### config.mk
export PLATFORM = sky130hd
export DESIGN_NAME = trap_ctrl
export DESIGN_NICKNAME = d
export VERILOG_FILES = /design/src/rtl/trap_ctrl_pkg.sv /design/src/rtl/trap_ctrl_perf_cnt.sv /design/src/rtl/trap_ctrl.sv
export SDC_FILE = /design/constraint.sdc
export NUM_CORES = 1
export LEC_CHECK = 0
export CAP_MARGIN = 20
export CORE_MARGIN = 2
export CORE_UTILIZATION = 39
export DETAILED_ROUTE_END_ITERATION = 10
export PLACE_DENSITY_LB_ADDON = 0.1
export SYNTH_ARGS = -nofsm -noshare
export SYNTH_HDL_FRONTEND = slang
export SYNTH_SLANG_ARGS = --single-unit
### constraint.sdc
create_clock -name clk -period 3.8 [get_ports clk]
set_input_delay 0.38 -clock clk [delete_from_list [all_inputs] [get_ports clk]]
set_output_delay 0.38 -clock clk [all_outputs]
set_load 0.02 [all_outputs]
### src/rtl/trap_ctrl_pkg.sv
// trap_ctrl_pkg: shared exception codes and trap FSM states
package trap_ctrl_pkg;
  localparam int AddrWidth = 32;
  typedef enum logic [3:0] {
    EXP_I_MISS_ALIGN = 4'd0,
    EXP_I_FAULT      = 4'd1,
    EXP_ILLEGAL      = 4'd2,
    EXP_BREAK        = 4'd3,
    EXP_L_MISS_ALIGN = 4'd4,
    EXP_L_FAULT      = 4'd5,
    EXP_S_MISS_ALIGN = 4'd6,
    EXP_S_FAULT      = 4'd7,
    EXP_ECALL_U      = 4'd8,
    EXP_ECALL_S      = 4'd9,
    EXP_ECALL_M      = 4'd11
  } ExpCode_t;
  typedef enum logic [1:0] {
    TRAP_IDLE  = 2'd0,
    TRAP_DRAIN = 2'd1,
    TRAP_REDIR = 2'd2
  } TrapState_t;
endpackage

### src/rtl/trap_ctrl_perf_cnt.sv
// perf_cnt: free-running event counter that wraps modulo 2^WIDTH
module perf_cnt #(
  parameter int WIDTH = 32
) (
  input  logic             clk,
  input  logic             reset,
  input  logic             inc,
  output logic [WIDTH-1:0] cnt
);
  // count one event per qualifying cycle
  always_ff @(posedge clk or posedge reset)
    if (reset) cnt <= '0;
    else if (inc) cnt <= cnt + 1'b1;
endmodule

### src/rtl/trap_ctrl.sv
// trap_ctrl: latches the first committed exception, drains, then redirects fetch
module trap_ctrl
  import trap_ctrl_pkg::*;
#(
  parameter int ADDR     = AddrWidth,
  parameter int DRAIN    = 2,
  parameter int RET_CNT  = 64,
  parameter int MISS_CNT = 32
) (
  input  logic                clk,
  input  logic                reset,
  input  logic                commit_e_,
  input  logic                flush_,
  input  logic [ADDR-1:0]     com_pc,
  input  logic                com_exp_,
  input  ExpCode_t            com_exp_code,
  input  logic [ADDR-1:0]     trap_vec,
  output logic                stall_,
  output logic                trap_e_,
  output logic [ADDR-1:0]     trap_pc,
  output logic [ADDR-1:0]     epc,
  output ExpCode_t            cause,
  output logic [RET_CNT-1:0]  instret,
  output logic [MISS_CNT-1:0] miss_cnt
);
  localparam int CW = $clog2(DRAIN) + 1;
  TrapState_t    state;
  logic [CW-1:0] drain;
  logic          idle_commit;
  assign idle_commit = state == TRAP_IDLE && !commit_e_;
  assign trap_pc     = trap_vec;
  // trap sequencer: first exception wins, stall through drain and redirect
  always_ff @(posedge clk or posedge reset)
    if (reset) begin
      state   <= TRAP_IDLE;
      drain   <= '0;
      stall_  <= 1'b1;
      trap_e_ <= 1'b1;
      epc     <= '0;
      cause   <= EXP_I_MISS_ALIGN;
    end else
      case (state)
        TRAP_IDLE:
          if (idle_commit && !com_exp_) begin
            state  <= TRAP_DRAIN;
            drain  <= CW'(DRAIN - 1);
            stall_ <= 1'b0;
            epc    <= com_pc;
            cause  <= com_exp_code;
          end
        TRAP_DRAIN:
          if (drain == '0) begin
            state   <= TRAP_REDIR;
            trap_e_ <= 1'b0;
          end else drain <= drain - 1'b1;
        TRAP_REDIR: begin
          state   <= TRAP_IDLE;
          trap_e_ <= 1'b1;
          stall_  <= 1'b1;
        end
        default: state <= TRAP_IDLE;
      endcase
  perf_cnt #(.WIDTH(RET_CNT)) u_instret (
    .clk  (clk),
    .reset(reset),
    .inc  (idle_commit && com_exp_),
    .cnt  (instret)
  );
  perf_cnt #(.WIDTH(MISS_CNT)) u_miss (
    .clk  (clk),
    .reset(reset),
    .inc  (idle_commit && com_exp_ && !flush_),
    .cnt  (miss_cnt)
  );
endmodule
### Word level (Yosys, flattened, before mapping)

Cells that the tools add are included.

* bits in registers: 138
* latch bits: 0
* memory bits (writable): 0
* bits in read-only memories: 0
* input port bits: 73
* output and inout bits: 166
* word-level logic and storage cells: 42
* memories: 0

* $add $sub $neg: 3
* multiply operators: 0
* div/mod/pow operators: 0
* $lt $le $gt $ge: 0
* equal/unequal tests: 5
* shift operators: 0
* muxes and demuxes: 9
* bitwise gates (word level): 0
* reductions and logical operators: 17

Operators with widths (number)
* $add A64 B1 Y64 const B: 1
* $add A32 B1 Y32 const B: 1
* $pmux W2 S2: 2
* $reduce_and A2 Y1: 4
* $mux W2: 3
* $reduce_bool A2 Y1: 3
* $logic_and A1 B1 Y1: 4
* $logic_not A2 Y1: 2
* $ne A2 B2 Y1 const B: 2
* $pmux W1 S2: 2
* $logic_not A1 Y1: 3
* $reduce_and A3 Y1: 1
* $eq A2 B1 Y1 const B: 1
* $eq A2 B2 Y1 const B: 1
* $mux W1: 2
* $ne A2 B1 Y1 const B: 1
* $sub A2 B1 Y2 const B: 1

### Longest topological paths before layout

* word-level depth: 5
* depth in mapped cells: 6
* mapped depth without buffers: 6

### By module

A second synthesis with hierarchy kept.

* cells, all modules: 517
* area total of the unflattened synthesis: 6363.6 um^2

Modules (own cells, without submodules)
* perf_cnt (u_instret): instances 1, cells each 255, area an instance 2984.1 um^2, seq. area each 1601.5 um^2
* trap_ctrl: instances 1, cells each 136, area an instance 1869.3 um^2, seq. area each 1053.5 um^2
* perf_cnt (u_miss): instances 1, cells each 126, area an instance 1510.2 um^2, seq. area each 800.8 um^2

### Least setup slack after synthesis

Ideal clock, no wire load.

* path type: register -> register
* from: register state[0]
* to: register u_miss.cnt[22]
* library setup time: 129 ps
* arrival time: 2096 ps
* required time: 3671 ps
* setup slack: 1575 ps
* stages on the path, launching flop included: 7
* path buffers: 1
* period minus slack after synthesis: 2225 ps
* cells stage by stage: dfrtp_1 > or4b_1 > buf_2 > or4b_4 > nor3_4 > nand4_1 > xnor2_1

* longest elaborated chain between the ends: 4

RTL lines
* from (decl): line trap_ctrl.sv:27 `TrapState_t state;`
* from (signal assigned): line trap_ctrl.sv:35 `state <= TRAP_IDLE;`
* from (signal assigned): line trap_ctrl.sv:45 `state <= TRAP_DRAIN;`
* from (signal assigned): line trap_ctrl.sv:53 `state <= TRAP_REDIR;`
* $logic_not A2 Y1: line trap_ctrl.sv:30 `assign idle_commit = state == TRAP_IDLE && !commit_e_;`
* $logic_and A1 B1 Y1: line trap_ctrl.sv:30
* $logic_and A1 B1 Y1 (2 in a row): line trap_ctrl.sv:72 `.inc (idle_commit && com_exp_ && !flush_),`
* to (signal assigned): line trap_ctrl_perf_cnt.sv:13 `else if (inc) cnt <= cnt + 1'b1;`
* to (decl): line trap_ctrl_perf_cnt.sv:8 `output logic [WIDTH-1:0] cnt`

No other way between the ends.
A chain may end at the register's enable or synchronous reset.

### Worst setup path in the final report

* from: register u_instret.cnt[17]
* to: register u_instret.cnt[59]

* longest elaborated chain between the ends: 1

RTL lines (line)
* from (decl): trap_ctrl_perf_cnt.sv:8
* from (signal assigned): trap_ctrl_perf_cnt.sv:13
* $add A64 B1 Y64: trap_ctrl_perf_cnt.sv:13

No other way between the ends.

==> impl_metrics.csv <==
group,metric,value,unit
yosys,synthesis.nets,604,
detailed_routing,drt_wl_total,13900,um
detailed_routing,viasPerCell,4.89,
detailed_routing,drcViolationCount,0,
floorplan,fp.coreArea,0.0153,mm2
yosys,ys_seq_area_share,56.1,%
worst_setup_path,critPathKind,"reg2reg",
floorplan,die_h,130,um
yosys,async_flop_share,100,%
yosys,ys_types,38,
floorplan,row_count,45,
clocking,cts_hold_buf,0,
clocking,postCtsSetupBuffers,0,
sta,max_freq,370,MHz
sta,worst_slew_pin_slew,0.732,ns
global_route,grt_usage,17.0,%
yosys,syn_area,0.00616,mm2
placed_design,placedCellCount,877,
clocking,path_clk_slew,0.06,ns
sta,rsz0062_at_grt,"false",
yosys,synthTopCellsByCount,"dfrtp_1, xnor2_1, xor2_1",
layout,area_growth,39.4,%
yosys,synth_area_leaders,"dfrtp_1, xnor2_1, mux2_2",
yosys,synth_xor_area_share,13.4,%
clocking,htree_levels,4,
sta,setup-violations-final,0,
placed_design,placed_area,0.00795,mm2
worst_setup_path,cp_common_cell,"nor4_1",
worst_setup_path,path_buf_inv,0,
yosys,yosysMostFrequentCell,"dfrtp_1",
clocking,clockRootBuffer,"clkbuf_16",
sta,skew,0.00814,ns
sta,slew_viol_final,0,
outcome,status,"complete, no violations",
worst_hold_path,min_path_type,"in2async",
sta,slew_headroom,51.0,%
sta,fin_setup_tns,0,ns
yosys,postSynthAreaPerCell,11.7,um2
detailed_routing,ant_nets,0,
yosys,synth_fa_ha_area_share,0.609,%
floorplan,die_w,130,um
clocking,cts_tree,"yes",
pwr,p_leak,0.00379,uW
job,maxCapViolations,0,
global_route,grt_pass1_vias,4440,
yosys,synth-edff-count,0,
global_route,grt_max_degree,76,
detailed_routing,route.vias.total,4443,
floorplan,ios,239,
yosys,synth_top_family_by_area,"simple AND/OR/NAND/NOR gates",
worst_setup_path,cp.required,4.14,ns
yosys,netlist.area_leader.share,55.2,%
yosys,ys_ff_latch,138,
worst_setup_path,critical-path-top-delay-family,"simple AND/OR/NAND/NOR gates",
floorplan,die-area,0.0168,mm2
yosys,yosys-mux-area-fraction,6.76,%
floorplan,start_util,40.2,%
sta,finalHoldViolCount,0,
placed_design,gp_congestion,0.768,
yosys,synth_compound_area_share,0.467,%
clocking,post_cts_resized,0,
global_route,grt_pass1_wl,22300,um
yosys,yosys_warnings,0,
pwr,peakVddDrop,0.425,mV
detailed_routing,drt-initial-drc-count,206,
clocking,cts.sinks,138,
clocking,clock_latency,0.41,ns
worst_setup_path,critical_path_arrival,3.04,ns
detailed_routing,wl_per_cell,15.3,um
clocking,clockBufferDepth,2,
global_route,antenna_found_initial,0,
pwr,total_power,5050,uW
global_route,grt-ovfl-total,0,
yosys,yosys_most_used_dff,"dfrtp_1",
worst_setup_path,worstSetupEndpointType,"flip-flop",
yosys,yosysTopAreaCell,"dfrtp_1",
worst_setup_path,critPathMaxFanout,15,
layout,layout.nets,761,
worst_setup_path,crit_chain,"nand4_1 -> nor4_1 -> nand4b_1 -> nor4_1 -> xor2_1",
worst_setup_path,start_kind,"flip-flop",
layout,diodes,0,
worst_setup_path,slowest_stage,"nand4b_1",
worst_setup_path,slowest_delay,0.70,ns
sta,min_period_over_period,71.0,%
layout,drive_gt1_share,12.0,%
detailed_routing,drtPass1Iterations,4,
placed_design,place_hpwl,9980,um
yosys,postSynthCellCount,528,
yosys,synthSimpleGateAreaFrac,17.4,%
sta,min_period,2.70,ns
pwr,powerDensity,588,mW/mm2
layout,fin_area,0.00859,mm2
placed_design,portBuffers,174,
clocking,cts_made_buffers,17,
layout,instances_no_fill,909,
==> metrics by stage <==
step / utilization [%] / worst slack (ns) / hold slack [ns]
after floorplan: - / 1.58 / 0.440
after global placement: 51.9 / 0.820 / 0.452
after detailed placement: 51.9 / 0.762 / 0.462
after CTS: 56.1 / 1.06 / 0.297
after global routing: 56.1 / 0.825 / 0.324
final: 56.1 / 1.10 / 0.302
==> sequential cells by signal (all words and copies together) (netlist names) <==
name	count
trap_e_	1
state	2
cause	4
epc	32
stall_	1
u_instret.cnt	64
drain	2
u_miss.cnt	32
==> layout make-up <==
cell class / instances / area (um2)
inverter: 14 / 56.3
timing repair buffer: 179 / 1790
clock buffer: 19 / 443
clock inverter: 13 / 199
tap: 211 / 264
multi-input combinational: 335 / 2380
fill: 1333 / 6720
sequential: 138 / 3460
==> final timing paths <==
kind / to / cells past startpoint / slack (ns) / start
setup / recovery: u_instret.cnt[59] / 5 / 1.10 / u_instret.cnt[17]
hold / removal: epc[6] / 2 / 0.30 / reset
setup reg to reg: u_instret.cnt[59] / 5 / 1.10 / u_instret.cnt[17]
hold reg to reg: stall_ / 2 / 0.47 / stall_
max in group asynchronous: u_instret.cnt[18] / 3 / 2.56 / reset
min in group clk: stall_ / 2 / 0.47 / stall_
==> kinds of logic after synthesis <==
family | after synthesis
and+or+nand+nor | 196
xor gates and xnor gates | 94
AOI/OAI and AO/OA | 5
DFF | 138
adders and majority gates | 3
buffers and inverters | 55
muxes | 37
==> cell usage in the layout, fill, tap and decap left out, drive strengths merged, types with 4 or more instances in the layout <==
cell           Yosys  final
xor2              45     45
buf               34      5
and2               4      4
clkinv             0      6
nor2              29     29
clkdlybuf4s50      0    174
nand4             18     18
nand2             39     39
nand3             34     34
nor4               7      7
and3              16     16
xnor2             49     49
clkbuf             7     19
and4               9      9
mux2              37     37
dfrtp            136    136
inv               14     13
nor3              26     26
bufinv             0      5
==> metal layers <==
layer  share of wire, %  GRT usage [%]
met5                  0              0
met4                1.7           6.77
met3                8.7           7.34
met2                 47           26.3
met1                 42           21.1
==> power by group <==
| group | leakage [uW] | internal [uW] | switching (uW) |
|---|---|---|---|
| sequential | 0.00179 | 1740 | 184 |
| clock | 0.000312 | 1180 | 617 |
| combinational | 0.00168 | 698 | 632 |
Power figures use the tool's default switching activity.
